File: config.mk
export PLATFORM = sky130hd
export DESIGN_NAME = conv_window_feeder
export DESIGN_NICKNAME = d
export VERILOG_FILES = /design/src/rtl/conv_window_feeder_pkg.sv /design/src/rtl/line_buffer.sv /design/src/rtl/conv_window_feeder.sv
export SDC_FILE = /design/constraint.sdc
export NUM_CORES = 1
export LEC_CHECK = 0
export ABC_AREA = 0
export ABC_CLOCK_PERIOD_IN_PS = 8100
export BUFFER_PORTS_ARGS = -buffer_cell sky130_fd_sc_hd__buf_2
export CAP_MARGIN = 0
export CORE_MARGIN = 5
export CORE_UTILIZATION = 55
export CTS_BUF_LIST = sky130_fd_sc_hd__clkbuf_4 sky130_fd_sc_hd__clkbuf_8 sky130_fd_sc_hd__clkbuf_16
export DETAILED_ROUTE_END_ITERATION = 8
export GPL_ROUTABILITY_DRIVEN = 0
export GPL_TIMING_DRIVEN = 0
export PLACE_DENSITY = 0.72
export SLEW_MARGIN = 20
export SYNTH_ARGS = -nofsm -noshare
export SYNTH_HDL_FRONTEND = slang
export SYNTH_HIERARCHICAL = 1
export SYNTH_SLANG_ARGS = --single-unit
File: constraint.sdc
create_clock -name clk -period 8.1 [get_ports clk]
set_clock_uncertainty 0.05 [all_clocks]
set_input_delay 0.81 -clock clk [delete_from_list [all_inputs] [get_ports clk]]
set_output_delay 0.81 -clock clk [all_outputs]
set_load 0.01 [all_outputs]
File: src/rtl/conv_window_feeder_pkg.sv
// Shared types and defaults for the convolution window feeder.
// Imported by the feeder top and its line buffer.
package conv_window_feeder_pkg;

  localparam int DATA_WIDTH_DEF  = 16;
  localparam int KERNEL_SIZE_DEF = 4;

  typedef enum logic [1:0] {
    IDLE,
    LOAD_KERNEL,
    STREAM,
    DONE
  } state_e;

  typedef logic [DATA_WIDTH_DEF*KERNEL_SIZE_DEF-1:0] kernel_row_t;

endpackage

File: src/rtl/line_buffer.sv
// Column-addressed line buffer holding the previous KERNEL_SIZE-1 rows.
// A write at x shifts that column up one row and inserts the new pixel.
module line_buffer
  import conv_window_feeder_pkg::*;
#(
  parameter int DATA_WIDTH  = DATA_WIDTH_DEF,
  parameter int KERNEL_SIZE = KERNEL_SIZE_DEF,
  parameter int IMG_WIDTH   = 28,
  parameter int XW          = $clog2(IMG_WIDTH)
) (
  input  logic                                    clk,
  input  logic                                    wr_en_i,
  input  logic [XW-1:0]                           x_i,
  input  logic [DATA_WIDTH-1:0]                   pix_i,
  output logic [KERNEL_SIZE-2:0][DATA_WIDTH-1:0]  col_o
);

  logic [DATA_WIDTH-1:0] mem_q [KERNEL_SIZE-1][IMG_WIDTH];

  always_comb begin
    col_o = '0;
    for (int r = 0; r < KERNEL_SIZE-1; r++) begin
      col_o[r] = mem_q[r][x_i];
    end
  end

  // Row 0 is the oldest line; reads see the pre-write contents.
  always_ff @(posedge clk) begin
    if (wr_en_i) begin
      for (int r = 0; r < KERNEL_SIZE-2; r++) begin
        mem_q[r][x_i] <= mem_q[r+1][x_i];
      end
      mem_q[KERNEL_SIZE-2][x_i] <= pix_i;
    end
  end

endmodule

File: src/rtl/conv_window_feeder.sv
// Loads a kernel, then streams raster pixels as column slices
// into a convolution stage with window-complete strobes.
module conv_window_feeder
  import conv_window_feeder_pkg::*;
#(
  parameter int DATA_WIDTH  = DATA_WIDTH_DEF,
  parameter int KERNEL_SIZE = KERNEL_SIZE_DEF,
  parameter int IMG_WIDTH   = 28,
  parameter int IMG_HEIGHT  = 28
) (
  input  logic                              clk,
  input  logic                              rst,
  input  logic                              start,
  input  logic [DATA_WIDTH*KERNEL_SIZE-1:0] kernel_row_in,
  input  logic                              kernel_row_valid,
  input  logic [DATA_WIDTH-1:0]             pixel_in,
  input  logic                              pixel_valid,
  output logic                              pixel_ready,
  output logic [DATA_WIDTH-1:0]             data_out0,
  output logic [DATA_WIDTH-1:0]             data_out1,
  output logic [DATA_WIDTH-1:0]             data_out2,
  output logic [DATA_WIDTH-1:0]             data_out3,
  output logic                              conv_valid_in,
  output logic                              conv_kernel_load,
  output logic                              conv_valid_out,
  output logic                              frame_done,
  output logic                              busy
);

  localparam int XW = $clog2(IMG_WIDTH);
  localparam int YW = $clog2(IMG_HEIGHT);
  localparam int KW = $clog2(KERNEL_SIZE);

  state_e state_q, state_d;

  logic [KW-1:0] kcnt_q;
  logic [XW-1:0] x_q;
  logic [YW-1:0] y_q;
  logic [KERNEL_SIZE-1:0][DATA_WIDTH-1:0] dout_q;
  logic [KERNEL_SIZE-2:0][DATA_WIDTH-1:0] col;
  logic vin_q, kl_q, win_q, vout_q;
  logic krow, xfer, xwrap, last_px;

  assign krow    = kernel_row_valid && (state_q == LOAD_KERNEL);
  assign xfer    = pixel_valid && (state_q == STREAM);
  assign xwrap   = (x_q == XW'(IMG_WIDTH-1));
  assign last_px = xfer && xwrap && (y_q == YW'(IMG_HEIGHT-1));

  line_buffer #(
    .DATA_WIDTH  (DATA_WIDTH),
    .KERNEL_SIZE (KERNEL_SIZE),
    .IMG_WIDTH   (IMG_WIDTH),
    .XW          (XW)
  ) u_lb (
    .clk     (clk),
    .wr_en_i (xfer),
    .x_i     (x_q),
    .pix_i   (pixel_in),
    .col_o   (col)
  );

  always_ff @(posedge clk or negedge rst) begin
    if (!rst) state_q <= IDLE;
    else      state_q <= state_d;
  end

  always_comb begin
    state_d = state_q;
    unique case (state_q)
      IDLE:        if (start) state_d = LOAD_KERNEL;
      LOAD_KERNEL: if (krow && kcnt_q == KW'(KERNEL_SIZE-1))
                     state_d = STREAM;
      STREAM:      if (last_px) state_d = DONE;
      DONE:        state_d = IDLE;
      default:     state_d = IDLE;
    endcase
  end

  always_ff @(posedge clk or negedge rst) begin
    if (!rst) begin
      kcnt_q <= '0;
      x_q    <= '0;
      y_q    <= '0;
      dout_q <= '0;
      vin_q  <= 1'b0;
      kl_q   <= 1'b0;
      win_q  <= 1'b0;
      vout_q <= 1'b0;
    end else begin
      vin_q  <= 1'b0;
      kl_q   <= 1'b0;
      win_q  <= 1'b0;
      vout_q <= win_q;
      if (state_q == IDLE && start) begin
        kcnt_q <= '0;
        x_q    <= '0;
        y_q    <= '0;
      end
      unique case (1'b1)
        krow: begin
          for (int j = 0; j < KERNEL_SIZE; j++) begin
            dout_q[j] <= kernel_row_in[j*DATA_WIDTH +: DATA_WIDTH];
          end
          vin_q  <= 1'b1;
          kl_q   <= 1'b1;
          kcnt_q <= kcnt_q + KW'(1);
        end
        xfer: begin
          x_q <= xwrap ? '0 : x_q + XW'(1);
          if (xwrap) begin
            y_q <= (y_q == YW'(IMG_HEIGHT-1)) ? '0 : y_q + YW'(1);
          end
          // Column push once enough rows are buffered above this one.
          if (y_q >= YW'(KERNEL_SIZE-1)) begin
            for (int j = 0; j < KERNEL_SIZE-1; j++) begin
              dout_q[j] <= col[j];
            end
            dout_q[KERNEL_SIZE-1] <= pixel_in;
            vin_q <= 1'b1;
            win_q <= (x_q >= XW'(KERNEL_SIZE-1));
          end
        end
        default: ;
      endcase
    end
  end

  assign data_out0        = dout_q[0];
  assign data_out1        = dout_q[1];
  assign data_out2        = dout_q[2];
  assign data_out3        = dout_q[3];
  assign conv_valid_in    = vin_q;
  assign conv_kernel_load = kl_q;
  assign conv_valid_out   = vout_q;
  assign pixel_ready      = (state_q == STREAM);
  assign frame_done       = (state_q == DONE);
  assign busy             = (state_q != IDLE);

endmodule

# Yosys cells after proc, flatten, opt, wreduce, memory -nomap -nowiden

Memories as Yosys holds them, arrays and structs flattened.
Index checks and enable logic that the tools add are counted.
Widths: inputs -> output; s select.

Output and inout port bits: 70
Register bits: 82
Input bits: 85
RAM bits: 1344
Logic and storage cells: 78
Memories kept: 1

Bitwise operators: 1
Order comparisons: 4
Reductions and logical operators: 14
Eq/ne operators: 10
Mux-type cells: 33
Add/subtract/negate cells: 3

Memories:

| name       | words | bits a word | rd ports | clocked after Yosys merged registers in | write ports | RTL line          | source |
|---|---|---|---|---|---|---|---|
| u_lb.mem_q | 3     | 448         | 3        | 0                                       | 3           | line_buffer.sv:18 | `logic [DATA_WIDTH-1:0] mem_q [KERNEL_SIZE-1][IMG_WIDTH];` |

Operators by type and width:

| cell                | number |
|---|---|
| $mux 448            | 1 |
| $bmux 16 s5         | 3 |
| $pmux 64 s2         | 1 |
| $mux 16             | 7 |
| $demux 16 s5        | 1 |
| $mux 64             | 1 |
| $mux 5              | 7 |
| $add 5x1->5 const B | 2 |
| $eq 5x5->1 const B  | 2 |
| $ge 5x2->1 const B  | 2 |
| $mux 2              | 5 |
| $pmux 2 s4          | 1 |
| $reduce_bool 2->1   | 4 |
| $logic_and 1x1->1   | 7 |
| $eq 2x2->1 const B  | 3 |
| $ge 6x6->1 const B  | 1 |
| $lt 6x1->1 const B  | 1 |
| $ne 2x1->1 const B  | 3 |
| $not 5->6           | 1 |
| $mux 1              | 5 |
| $reduce_and 3->1    | 1 |
| $add 2x1->2 const B | 1 |
| $eq 2x1->1 const B  | 1 |
| $logic_not 2->1     | 1 |
| other kinds (3)     | 3 |

# Depth between registers and ports, before layout

Gate-level depths: netlist of run 1.

Depth after elaboration: 6
Mapped depth: 10
Mapped depth without buffers: 7

# Hierarchy

Netlist of run 1, hierarchy kept.

By module, submodules not included:

| module             | cells an instance | instances | area an instance (um2) |
|---|---|---|---|
| line_buffer        | 2714              | 1         | 51777.2 |
| conv_window_feeder | 374               | 1         | 3652.3 |

# Least setup slack after synthesis of run 1

Ideal clock, no wire load.

Path kind: input port to flip-flop
Start: input pixel_valid
End: memory u_lb/mem_q[0][1328] in the netlist's numbering, enable pin
Arrival: 5.107 ns
Stages on the path: 6
Slack: 2.430 ns
Path through: nand2_1 inv_1 buf_2 or3b_1 clkbuf_1 nor3_1

RTL lines:

| what               | RTL line                 | source |
|---|---|---|
| start: declaration | conv_window_feeder.sv:17 | `input logic pixel_valid,` |
| end: declaration   | line_buffer.sv:18        |  |

==> results.md, run 1 <==
| Step | Quantity | Value |
| --- | --- | --- |
| synth | Yosys top cell by area | edfxtp_1 |
| clocking | Max clock buf depth | 3 |
| timing | Transition at the pin with the smallest max-transition slack | 1140 ps |
| synth | Number of nets produced by synthesis | 3,181 |
| place | Post-placement setup slack | 3300 ps |
| timing | Final Max Tran Viols | 0 |
| timing | Final hold violation count | 0 |
| clocking | Later-pin clock latency in the skew report | 730 ps |
| synth | Synth Register Bits | 1,426 |
| synth | Async SR Flop Fraction | 0.0575 |
| drt | Routed vias/inst | 6.53 |
| pwr | Proportion of power drawn by the clock network | 0.308 |
| critical path | Reg-to-reg startpoint | state_q[0] |
| critical path | Slowest stage cell, crit path | nor3_2 |
| synth | Synth Instances | 3,088 |
| clocking | CTS tree | built |
| pwr | Peak VDD IR | 0.191 mV |
| floorplan | I/O pin cnt | 155 |
| finish | Share of post-route cells with drive strength above 1 | 0.208 |
| floorplan | Core Rows | 116 |
| clocking | Clk Tree Root Cell | clkbuf_16 |
| drt | DRC viols | 0 |
| synth | Cell with the most instances after synthesis | edfxtp_1 |
| critical path | Critical path arrival | 5180 ps |
| timing | Setup repair after global routing missed its margin | no |
| pwr | Power share of the combinational group | 0.248 |
| clocking | Post-CTS Hold Buffers | 1 |
| min path | Worst hold endpoint | conv_valid_out |
| critical path | Required time worst endpoint | 8470 ps |
| drt | First-pass DRT Iterations | 6 |
| drt | Detailed-route wire length | 157 mm |
| global routing | Largest net degree at the start of global routing | 58 |
| timing | Worst setup slack after layout | 3300 ps |
| pwr | Switching power of the nets | 6.36 mW |
| clocking | Clock input transition at the sequential cells of the worst setup and hold paths | 60 ps |
| critical path | Worst reg-to-reg setup slack | 3300 ps |
| drt | Remaining number of nets flagged by the antenna check after routing | 0 |
| clocking | CTS H-Tree Depth | 4 |
| min path | Worst hold path stage count | 0 |
| min path | Worst min-delay path startpoint | win_q |
| critical path | Worst flop-to-flop path endpoint | u_lb/mem_q[0][436] |
| place | Quantity of I/O buffers inserted on ports | 154 |
| critical path | Worst setup startpoint | state_q[0] |
| critical path | Category of the worst setup path launch point | flop |
| critical path | Dominant cell type by count on the critical path | buf_4 |
| pwr | Switch share | 0.300 |
| finish | Total number of nets in the final design | 3,635 |
| critical path | Maximum fanout count along the critical path | 13 |
| synth | Cell Area, Synth | 55,400 sq um |
| floorplan | Die span in y | 327 um |
| min path | Worst min-delay path class | reg -> reg |
| critical path | Crit-path cells | inv_1 > ha_1 > nand2_1 > inv_1 > buf_2 > or3b_1 > clkbuf_1 > nor3_2 > buf_4 > buf_4 > buf_4 > buf_4 > buf_4 > buf_4 > buf_4 |
| critical path | R2r worst-path depth | 15 |
| global routing | First-pass GRT wire length | 223 mm |
| finish | Final instance area | 65,100 sq um |
| place | Placed instance area | 60,300 sq um |
| outcome | Status | finished clean |
| synth | Yosys cell types | 48 |
| finish | Post-synthesis to final-layout area growth | 17.4% |
| synth | Seq/Total Area, Yosys | 0.765 |
| clocking | Sink count of the clock tree | 1,426 |
| place | Detailed-placement wirelength estimate | 107 mm |
| synth | Top post-synthesis cells by area | edfxtp_1 (73%), mux2i_1 (9.6%), dfrtp_1 (3.7%) |
| critical path | CP Capture Type | flop |
| global routing | Overflow left after global routing | 0 |
| synth | Synth Area per Inst | 17.9 sq um |
| synth | Top flip-flop cell by instance count after synthesis | edfxtp_1 |
| critical path | Category of the most critical setup path | reg -> reg |
| pwr | Power consumption | 21.2 mW |
| flow run | Max cap viols | 0 |
| floorplan | Starting density of the core | 0.553 |
| pwr | Cell-internal power | 14.8 mW |
| clocking | TritonCTS buffer count | 141 |
| global routing | Number of global-route vias before repair | 32,000 |
| drt | Starting DRC count in detailed routing | 4,412 |
| timing | Final worst-path cycle share | 0.593 |
| synth | Top cells by count, synth | edfxtp_1 (1,344), mux2i_1 (531), a22oi_1 (223) |
| global routing | Number of antenna violations at the first check in global routing | 8 |
| clocking | Post-CTS setup buffers | 0 |
| timing | Post-route minimum period | 4800 ps |
| pwr | Fraction of power consumed by sequential logic | 0.444 |
| timing | Number of setup violations in the final report | 0 |
| pwr | Power density over the cells | 326 nW/um^2 |
| synth | Area share of the leading cell type in the synthesized netlist | 0.728 |
| synth | Number of flops mapped to enable cells by yosys | 1,344 |
| floorplan | Core box area | 100,000 sq um |
| drt | Routed wire length per instance | 31.6 um |
| timing | Worst slew margin relative to its limit | 0.236 |
| clocking | PostCTS Resize Cnt | 0 |
| drt | Via total after detailed routing | 32,400 |
| global routing | All-layer global routing usage | 0.289 |
| floorplan | Floorplan die area | 107,000 sq um |
| timing | Highest clock rate | 208 MHz |
| floorplan | Die width | 327 um |
| critical path | Peak per-stage delay on the critical path | 530 ps |
| pwr | P_leak | 21.7 nW |
| synth | Number of warning messages in the yosys log | 6 |
| timing | Setup TNS | 0 ps |
[cell type report]
| class | instances | area (sq um) |
|---|---|---|
| multi-input combinational | 1410 | 11900 |
| inverter | 70 | 263 |
| tap | 1298 | 1620 |
| fill | 6528 | 35100 |
| clock buffer | 187 | 3990 |
| clock inverter | 68 | 654 |
| sequential | 1426 | 42400 |
| antenna | 2 | 5.00 |
| timing repair buffer | 311 | 3170 |
| buffer | 182 | 1060 |
[per-layer routing]
metal | track usage | part of all wire | up-vias | routed length, um
met5 | 0 | 0.00027 | - | 43
met3 | 0.0721 | 0.12 | 408 | 18300
li1 | - | - | 13300 | -
met4 | 0.127 | 0.051 | 6 | 8010
met1 | 0.382 | 0.36 | 16400 | 56400
met2 | 0.461 | 0.47 | 2273 | 74100
[power groups by stage]
stage	logic, mW	clock network (mW)	registers, mW
after global routing	5.47	6.91	9.43
after CTS	5.12	6.59	9.42
after global placement	4.45	0	9.69
after detailed placement	5.09	0	9.57
after floorplan	2.61	0	9.67
final	5.26	6.52	9.41
[how the worst max path moves through the flow]
stage	to	slack, ps
6_report	u_lb/mem_q[0][436]	3300
3_3_place_gp	u_lb/mem_q[0][439]	-1480
5_1_grt	u_lb/mem_q[0][437]	3180
3_5_place_dp	u_lb/mem_q[0][437]	3300
4_1_cts	u_lb/mem_q[0][439]	3380
2_1_floorplan	u_lb/mem_q[0][1328]	2430
[worst max-delay path: cells and delay by family, from the launching register on]
family	cells	cell delay [ps]
fa+ha+maj	1	220
buf+inv	11	2600
flops	1	420
simple gates	3	1160
[cell usage in the layout (no fill, tap or decap), types with 10 or more instances in the layout]
master	Yosys	layout
buf_6	11	60
dfrtp_1	82	82
bufinv_16	0	12
mux2i_1	531	531
nand3_1	142	142
buf_16	0	37
buf_4	51	93
clkbuf_16	0	147
buf_2	61	214
clkbuf_1	51	50
clkinv_1	0	33
nand4_1	52	52
a22oi_1	223	223
clkinv_2	0	11
inv_1	70	70
clkbuf_4	0	38
o22ai_1	64	64
buf_12	1	15
buf_8	1	16
mux4_2	65	65
a21oi_1	114	114
o21ai_0	10	10
nand2_1	113	113
nor2_4	1	21
edfxtp_1	1344	1344
[logic make-up after synthesis]
| logic type | share of synthesized area |
|---|---|
| muxes | 0.125 |
| DFF | 0.765 |
| AOI/OAI and AO/OA | 0.0512 |
| buffers and inverters | 0.0239 |
| adders and majority gates | 0.00181 |
| and+or+nand+nor | 0.0326 |
[metrics by stage]
step | std cells | util | hold WS (ps)
2_1_floorplan | 3088 | - | 281
3_3_place_gp | 4540 | 0.577 | 290
3_5_place_dp | 4691 | 0.603 | 285
4_1_cts | 4947 | 0.649 | 267
5_1_grt | 4952 | 0.650 | 288
6_report | 4954 | 0.650 | 299
[flip-flops by register name, summed over array words and instances, names as in the netlist, 5 cells and up]
register / flops
y_q: 5
u_lb/mem_q: 1344
data_out3: 16
data_out2: 16
x_q: 5
data_out0: 16
data_out1: 16
Note: power is estimated with default switching activity, not from simulation.
==> run 2, diff against run 1 <==
Settings changed: ABC_CLOCK_PERIOD_IN_PS 8100 to 4800.
Clock period 8.1 ns to 4.8 ns, I/O delays scaled along.
==> run 2 against run 1 <==
Worst setup slack lost 2700 ps. Clock power grew 67%. Core utilization grew 0.36 points. Sequential share of layout area shrank 0.36 points. Cell count grew 0.73%. Register-to-register slack lost 2700 ps. Global-route usage shrank 0.91 points. Power grew 67%. Final area grew 0.55%. Largest cell class unchanged. Largest power group unchanged. Highest routed layer unchanged.
==> results.md, run 2 (synthesis results as in run 1) <==
| Step | Quantity | Value | Change |
| --- | --- | --- | --- |
| min path | Worst min-delay path class | in -> reg |  |
| timing | Highest clock rate | 240 MHz | +15% |
| clocking | CTS tree | built |  |
| critical path | Maximum fanout count along the critical path | 20 | +7 |
| timing | Final worst hold slack | 52.5 ps | -246 ps |
| global routing | First-pass GRT wire length | 218 mm | -2.1% |
| place | Quantity of I/O buffers inserted on ports | 154 | unchanged |
| critical path | Cell class contributing the biggest share of worst-path delay | buffers and inverters |  |
| drt | First-pass DRT Iterations | 7 | +1 |
| place | Detailed-placement wirelength estimate | 102 mm | -4.5% |
| critical path | CP Capture Type | flop |  |
| drt | Routed wire length per instance | 30.4 um | -4.0% |
| finish | Final standard cell count with taps included and fillers excluded | 4,990 | +0.73% |
| pwr | P_leak | 21.8 nW | +0.33% |
| drt | Starting DRC count in detailed routing | 4,125 | -6.5% |
| floorplan | Core box area | 100,000 sq um | unchanged |
| critical path | Slowest stage cell, crit path | nand4_1 |  |
| critical path | Category of the worst setup path launch point | flop |  |
| finish | Total number of nets in the final design | 3,668 | +0.91% |
| finish | Finished Core Util | 0.653 | +0.00360 |
| critical path | Crit-path cells | buf_6 > nor2_4 > buf_4 > clkbuf_1 > a22oi_1 > nand3_1 > nand4_1 > buf_6 |  |
| floorplan | Floorplan die area | 107,000 sq um | unchanged |
| floorplan | Die width | 327 um | unchanged |
| clocking | Post-CTS setup buffers | 0 | unchanged |
| floorplan | I/O pin cnt | 155 | unchanged |
| timing | Final hold violation count | 0 | unchanged |
| drt | Routed vias/inst | 6.44 | -1.4% |
| finish | Flip-flop count of the largest register, all copies and words added | 1,344 | unchanged |
| timing | Worst slew margin relative to its limit | 0.216 | -0.0202 |
| global routing | Number of global-route vias before repair | 32,300 | +0.92% |
| finish | Post-synthesis to final-layout area growth | 18.0% |  |
| critical path | Peak per-stage delay on the critical path | 720 ps | +190 ps |
| clocking | Max clock buf depth | 3 | unchanged |
| flow run | Max cap viols | 0 | unchanged |
| critical path | Critical path arrival | 4580 ps | -600 ps |
| place | Post-placement setup slack | 643 ps | -2650 ps |
| drt | Remaining number of nets flagged by the antenna check after routing | 0 | unchanged |
| finish | Top reg by flops | u_lb/mem_q |  |
| pwr | Peak VDD IR | 0.363 mV | +89% |
| timing | Setup TNS | 0 ps | unchanged |
| clocking | TritonCTS buffer count | 137 | -2.8% |
| timing | Number of setup violations in the final report | 0 | unchanged |
| drt | Via total after detailed routing | 32,100 | -0.72% |
| timing | Setup repair after global routing missed its margin | no |  |
| pwr | Power density over the cells | 542 nW/um^2 | +67% |
| clocking | Post-CTS Hold Buffers | 62 | +61 |
| drt | Detailed-route wire length | 152 mm | -3.3% |
| clocking | Later-pin clock latency in the skew report | 750 ps | +20 ps |
| timing | Final worst-path cycle share | 0.868 | +0.275 |
| timing | Worst setup slack after layout | 634 ps | -2660 ps |
| timing | Final Max Tran Viols | 0 | unchanged |
| global routing | Number of antenna violations at the first check in global routing | 4 | -4 |
| clocking | Clk Tree Root Cell | clkbuf_16 |  |
| global routing | Overflow left after global routing | 0 | unchanged |
| floorplan | Die span in y | 327 um | unchanged |
| finish | Highest-count cells in the layout ignoring fill and taps | edfxtp_1 (1,344), mux2i_1 (531), a22oi_1 (223) |  |
| critical path | Dominant cell type by count on the critical path | buf_6 |  |
| floorplan | Starting density of the core | 0.553 | unchanged |
| floorplan | Core Rows | 116 | unchanged |
| finish | Share of post-route cells with drive strength above 1 | 0.203 | -0.00501 |
| outcome | Status | finished clean |  |
| global routing | Largest net degree at the start of global routing | 47 | -19% |
| critical path | Category of the most critical setup path | reg -> reg |  |
| clocking | PostCTS Resize Cnt | 0 | unchanged |
| finish | Leading cell type in the layout, fill and taps excluded | edfxtp_1 |  |
| critical path | Number of buffer and inverter stages on the critical path | 4 | -7 |
| place | Placed cells | 4,670 | -0.45% |
| global routing | All-layer global routing usage | 0.280 | -0.00914 |
| clocking | CTS H-Tree Depth | 4 | unchanged |
| timing | Transition at the pin with the smallest max-transition slack | 1180 ps | +36.5 ps |
| timing | Post-route minimum period | 4170 ps | -637 ps |
| clocking | Sink count of the clock tree | 1,426 | unchanged |
| critical path | Required time worst endpoint | 5220 ps | -3250 ps |
| clocking | Clock input transition at the sequential cells of the worst setup and hold paths | 60 ps | about the same |
| drt | DRC viols | 0 | unchanged |
## run 2: cell types whose count changed in the layout (fill, tap and decap cells not counted), sizes merged
cell and delta:
buf -24, clkinvlp +3, dlygate4sd3 +61, clkbuf +1, clkinv -3, bufinv -2
## run 2: area by class of cell
cell class,instances,area (sq um)
flip-flops and latches,1426,42400
fillers,6418,34700
plain buffers,182,1060
clock inverters,66,713
clock buffers,188,3910
repair buffers,348,3510
multi-input cells,1410,11900
inverters,70,263
well taps,1298,1620
diodes,2,5.00
## run 2: layer usage
metal,routed length [um],GRT usage
met1,56200,0.371
met2,72700,0.456
met3,15200,0.0546
met4,7480,0.124
met5,13,0
## run 2: worst reg2reg max path, stage by stage (launching register included)
cell and delay [ps]:
dfrtp_1 500, buf_6 270, nor2_4 370, buf_4 430, clkbuf_1 650, a22oi_1 240
nand3_1 200, nand4_1 720, buf_6 470
## run 2: where the power goes
group	internal [mW]	switching, mW	leakage (nW)
Clock	6.31	4.58	2.29
Combinational	2.85	5.87	6.49
Sequential	15.7	0.208	13.0
Total	24.8	10.7	21.8
## run 2: worst paths after layout
| kind | start | to | slack [ps] | cells past startpoint |
|---|---|---|---|---|
| max in group asynchronous | rst | y_q[2] | 3890 | 3 |
| min in group asynchronous | rst | data_out0[8] | 170 | 2 |
| min | kernel_row_in[54] | data_out3[6] | 50 | 3 |
| min reg2reg | win_q | conv_valid_out | 300 | 0 |
| max reg2reg | x_q[0] | u_lb/mem_q[0][379] | 630 | 8 |
| max | x_q[0] | u_lb/mem_q[0][379] | 630 | 8 |
## run 2: through the flow
stage	power, mW	cell area (sq um)
5_1_grt	36.6	65400
4_1_cts	35.4	65400
3_3_place_gp	23.8	57900
3_5_place_dp	24.6	60200
6_report	35.5	65400
2_1_floorplan	20.7	55500
